--- src/rtl/kmap_nibble_rx.sv ---
// One-wire receiver for the 4-input K-map stage.
// Each frame is start(0), x[1..4], odd parity, stop(1). Bad frames are flagged and counted, and x keeps its last good word.
module kmap_nibble_rx #(
    parameter int unsigned CNT_W = 8
) (
    input  logic             clk,
    input  logic             aresetn,
    input  logic             in,
    output logic [4:1]       x,
    output logic             x_valid,
    output logic             frame_err,
    output logic [CNT_W-1:0] err_cnt
);

    typedef enum logic [2:0] {
        IDLE,
        DATA,
        PARITY,
        STOP,
        WAIT_IDLE
    } state_t;

    state_t           r_state;
    state_t           w_state_nxt;
    logic [1:0]       r_idx;
    logic [3:0]       r_shadow;
    logic             r_par_ok;
    logic             r_good_p;
    logic             r_bad_p;
    logic [4:1]       r_x;
    logic             r_x_valid;
    logic             r_frame_err;
    logic [CNT_W-1:0] r_err_cnt;

    logic             w_shift;
    logic             w_par_smp;
    logic             w_good;
    logic             w_bad;

    // State register
    always_ff @(posedge clk or negedge aresetn) begin
        if (!aresetn) begin
            r_state <= IDLE;
        end else begin
            r_state <= w_state_nxt;
        end
    end

    // Next-state and frame-decision decode
    always_comb begin
        w_state_nxt = r_state;
        w_shift     = 1'b0;
        w_par_smp   = 1'b0;
        w_good      = 1'b0;
        w_bad       = 1'b0;
        case (r_state)
            IDLE: begin
                if (!in) begin
                    w_state_nxt = DATA;
                end
            end
            DATA: begin
                w_shift = 1'b1;
                if (r_idx == 2'd3) begin
                    w_state_nxt = PARITY;
                end
            end
            PARITY: begin
                w_par_smp   = 1'b1;
                w_state_nxt = STOP;
            end
            STOP: begin
                // A missing stop bit overrides whatever the parity check said.
                if (in) begin
                    w_good      = r_par_ok;
                    w_bad       = !r_par_ok;
                    w_state_nxt = IDLE;
                end else begin
                    w_bad       = 1'b1;
                    w_state_nxt = WAIT_IDLE;
                end
            end
            WAIT_IDLE: begin
                if (in) begin
                    w_state_nxt = IDLE;
                end
            end
            default: begin
                w_state_nxt = IDLE;
            end
        endcase
    end

    // Datapath: the shadow word, the parity result, and the result stage one cycle behind the stop bit.
    always_ff @(posedge clk or negedge aresetn) begin
        if (!aresetn) begin
            r_idx       <= 2'd0;
            r_shadow    <= 4'h0;
            r_par_ok    <= 1'b0;
            r_good_p    <= 1'b0;
            r_bad_p     <= 1'b0;
            r_x         <= 4'h0;
            r_x_valid   <= 1'b0;
            r_frame_err <= 1'b0;
            r_err_cnt   <= '0;
        end else begin
            r_good_p <= w_good;
            r_bad_p  <= w_bad;

            if (r_state == IDLE) begin
                r_idx <= 2'd0;
            end else if (w_shift) begin
                r_idx <= r_idx + 2'd1;
            end

            if (w_shift) begin
                r_shadow[r_idx] <= in;
            end

            if (w_par_smp) begin
                r_par_ok <= ^{r_shadow, in};
            end

            // The shadow word is still intact here: the next frame's data bits cannot arrive before the following edge.
            r_x_valid   <= r_good_p;
            r_frame_err <= r_bad_p;
            if (r_good_p) begin
                r_x <= r_shadow;
            end
            if (r_bad_p && (r_err_cnt != {CNT_W{1'b1}})) begin
                r_err_cnt <= r_err_cnt + CNT_W'(1);
            end
        end
    end

    assign x         = r_x;
    assign x_valid   = r_x_valid;
    assign frame_err = r_frame_err;
    assign err_cnt   = r_err_cnt;

endmodule

--- config.mk ---
export PLATFORM = sky130hd
export DESIGN_NAME = kmap_nibble_rx
export DESIGN_NICKNAME = d
export VERILOG_FILES = /design/src/rtl/kmap_nibble_rx.sv
export SDC_FILE = /design/constraint.sdc
export NUM_CORES = 1
export LEC_CHECK = 0
export ABC_AREA = 1
export ABC_CLOCK_PERIOD_IN_PS = 1100
export CORE_MARGIN = 3
export CORE_UTILIZATION = 30
export DETAILED_ROUTE_END_ITERATION = 10
export PLACE_DENSITY = 0.6
export SLEW_MARGIN = 15
export SYNTH_ARGS = -nofsm -noshare
export SYNTH_HDL_FRONTEND = slang
export SYNTH_SLANG_ARGS = --single-unit
--- constraint.sdc ---
create_clock -name clk -period 1.1 [get_ports clk]
set_input_delay 0.11 -clock clk [delete_from_list [all_inputs] [get_ports clk]]
set_output_delay 0.11 -clock clk [all_outputs]
set_load 0.05 [all_outputs]
# Word-level counts from Yosys, hierarchy flattened
# Cells that the tools add are included.
# totals
output_inout_bits	14
reg_bits	26
wordCells	46
# op_classes
n_reduce_logical	7
n_lt_le_gt_ge	2
n_addsub	2
n_eq_ne	9
muxes	16
# ops
cell	n
$pmux 3 s5	1
$mux 3	4
$add 8x1->8 const B	1
$ne 8x8->1 const B	1
$mux 1	7
$eq 3x2->1 const B	2
$ne 2x2->1 const B	3
$reduce_xor 5->1	1
$bwmux 4	1
$mux 2	2
$eq 3x1->1 const B	1
$eq 3x3->1 const B	1
$logic_not 3->1	1
$lt 2x3->1 const B	1
$reduce_and 3->1	1
$add 2x1->2 const B	1
$demux 1 s2	1
$eq 2x2->1 const B	1
$ge 2x1->1 const B	1
$logic_and 1x1->1	2
$reduce_bool 2->1	1
$logic_not 1->1	1

# Logic depth before layout (Yosys ltp)
# depth
word_depth	5
depth_mapped	8
depth_no_buf	8

# Worst setup path after synthesis
# OpenSTA, ideal clock, no wires.
# synth_timing
path_kind	reg2reg
from	register r_err_cnt[0], in the netlist err_cnt[0]
to	register r_err_cnt[3], in the netlist err_cnt[3]
slack_ns	-0.471
synth_period_minus_slack_ns	1.571
arrival_time_ns	1.450
path_stages_with_launch	9
n_path_buf	0
required_time_ns	0.979
path_cell_list	dfrtp_1 > ha_1 > nand2_1 > inv_1 > nand3_2 > nand2_4 > inv_4 > nand2_2 > o21ai_2
# synth_via
elab_chain_len	2
elab_cells_between_ends	3
classes_between	1 x add/sub; 1 x eq/ne; 1 x reduce/logical
# synth_lines
element	line_no	rtl
from (decl)	33	logic [CNT_W-1:0] r_err_cnt;
from (signal assigned)	131	r_err_cnt <= r_err_cnt + CNT_W'(1);
branches (longest 2 deep; another with $add 8x1->8)	-	
# Several ways; the timed one is not identified.
# A chain may end at the register's enable or synchronous reset.

# Final worst setup path
# layout_timing
from	register r_err_cnt[1], in the netlist err_cnt[1]
to	register r_err_cnt[7], in the netlist err_cnt[7]
# Same word-level chain as after synthesis.

==> impl_metrics.tcl <==
set metrics [dict create \
    status "finished with violations" \
    violations "setup timing" \
    io_buffers 16 \
    postCtsHoldBufs 0 \
    die-area_um2 5090 \
    mostFrequentLayoutCells "32 x nand2_1, 20 x inv_1, 18 x dfrtp_1" \
    synth_top_area_share_pct 50.8 \
    gp_congestion 0.831 \
    cts_tree "yes" \
    ys_seq_elements 26 \
    final_nets 198 \
    min_period_over_period_pct 109 \
    antennaDiodeCount 0 \
    grt.total_usage_pct 11.1 \
    gr-total-overflow 0 \
    numCtsBuffers 3 \
    fmax_mhz 837 \
    holdCritPathClass "input pin to async pin" \
    synthDistinctLibCells 24 \
    hold_ws_ns 0.181 \
    synth_top_cell_by_area "dfrtp_1" \
    cts_sinks 26 \
    rsz0062_at_grt "true" \
    critical_path_class "flop to flop" \
    dr_total_vias 1081 \
    slew_violations 0 \
    p_leak_nw 0.973 \
    die_h_um 71.4 \
    start_util_pct 31.6 \
    htree_num_levels 1 \
    critPathArrivalTime_ns 1.40 \
    die_w_um 71.4 \
    max-cap-violations 0 \
    drc_errors 0 \
    critPathLaunch "err_cnt[1]" \
    r2r-start "err_cnt[1]" \
    synthCells 150 \
    hpwl_um 1900 \
    seq_area_frac_synth_pct 50.8 \
    dr.first_iter.drc_count 45 \
    tightest_slew_ns 0.385 \
    power_per_cell_area_nw_per_um2 2660 \
    clk_pin_slew_ns 0.09 \
    firstDrtPassIters 4 \
    synth_warnings 0 \
    ir_drop_v 0.000901 \
    drt-wirelength-per-cell_um 11.0 \
    ant_nets 0 \
    viasPerCell 4.52 \
    postLayoutCellArea_um2 1980 \
    r2r_setup_slack_ns -0.09 \
    clock-root-buffer "clkbuf_8" \
    synth_area_leaders "dfrtp_1 51%, nand2_1 12%, inv_1 6.2%" \
    num_rows 23 \
    final_common_cell "nand2_1" \
    wirelength_um 2630 \
    syn-cell-area_um2 1280 \
    core_um2 4060 \
    layout_min_cycle_time_ns 1.19 \
    slew_headroom_pct 74.3 \
    path_max_fanout 6 \
    critPathLaunchType "flop" \
    setup_viol 15 \
    antenna_found_initial 0 \
    syn-num-nets 158 \
    avgSynthCellArea_um2 8.54 \
    grt_max_degree 27 \
    critPathRequiredTime_ns 1.31 \
    syn_to_final_growth_pct 54.4 \
    placed_cell_area_um2 1820 \
    clkLatencyLatePin_ns 0.27 \
    finClkSkew_ns 0.00283 \
    clock_path_buffers 2 \
    final_layout_size_suffix_gt1_share_pct 39.2 \
    hold_violations 0 \
    first_global_vias 1042 \
    grt_pass1_wl_um 4510 \
    finalWorstSetupSlack_ns -0.0942 \
    cp-end-kind "flop" \
    design.portCount 17 \
]
critical path: stages (launching register included):
cell and delay, ns:
dfrtp_2 0.45, ha_4 0.18, nand2_4 0.08, inv_4 0.04, nand3_4 0.10, nand2_8 0.09, inv_8 0.09, nand2_1 0.05
nand2_1 0.06
final timing paths:
kind | endpoint | depth (start not counted)
min reg2reg | r_bad_p | 1
min | err_cnt[7] | 2
max reg2reg | err_cnt[7] | 8
min in group clk | r_bad_p | 1
max | err_cnt[7] | 8
max in group asynchronous | err_cnt[5] | 2
synthesized netlist by cell type:
master / instances
a21oi_1: 6
a21oi_2: 1
buf_2: 1
dfrtp_1: 26
ha_1: 5
inv_1: 21
inv_2: 1
inv_4: 1
mux2_2: 1
nand2_1: 41
nand2_2: 3
nand2_4: 1
nand3_1: 13
nand3_2: 1
nand4_1: 3
nor2_1: 7
nor2_2: 1
nor2_4: 1
nor3_1: 1
o21ai_0: 7
o21ai_1: 2
o21ai_2: 1
xnor2_1: 2
xor2_1: 3
flip-flops by register name, summed over array words and instances, names as in the netlist:
signal and cells:
err_cnt 8, r_shadow 4, x 4, r_state 3
r_idx 2, frame_err 1, r_bad_p 1, r_good_p 1
r_par_ok 1, x_valid 1
metal layers:
layer	GRT usage (%)	vias to the layer above	wire length [um]
met4	6.26	0	68
met1	14.8	508	1230
met5	0	-	0
met3	1.26	5	65
met2	17.4	16	1260
li1	-	552	-
through the flow:
step                      utilization [%]  total power [mW]  setup TNS, ns  setup slack (ns)  cells
after floorplan                         -              3.14          -1.41            -0.206    150
after global placement               44.8              4.32         -0.935           -0.0893    232
after detailed placement             44.8              4.38          -1.28            -0.128    232
after CTS                            46.6              5.05         -0.742            -0.110    236
after global routing                 48.8              5.60          -2.02            -0.174    239
final                                48.8              5.25         -0.664           -0.0942    239
logic make-up after synthesis:
logic type      synth area share [%]
buf+inv                         7.32
mux                            0.879
simple gates                    25.5
compound gates                  7.23
flops                           50.8
xor+xnor                        3.42
fa+ha+maj                       4.88
report_power, final:
group	switching [mW]	internal, mW	total, mW
combinational	1.58	1.37	2.95
clock	0.302	0.320	0.622
sequential	0.371	1.31	1.68
final cells by class:
cell class / count / area [um^2]
fill: 376 / 2080
sequential: 26 / 661
multi-input combinational: 100 / 622
timing repair buffer: 36 / 482
inverter: 23 / 96.3
tap: 50 / 62.6
clock buffer: 4 / 55.1
timing repair:
| item | CTS | global route |
|---|---|---|
| endpoints found under the setup margin | 13 | 24 |
| setup buffers | 0 | 3 |
| gates resized for setup | 5 | 22 |
| pin swaps | 2 | 7 |
Power figures use the tool's default switching activity.
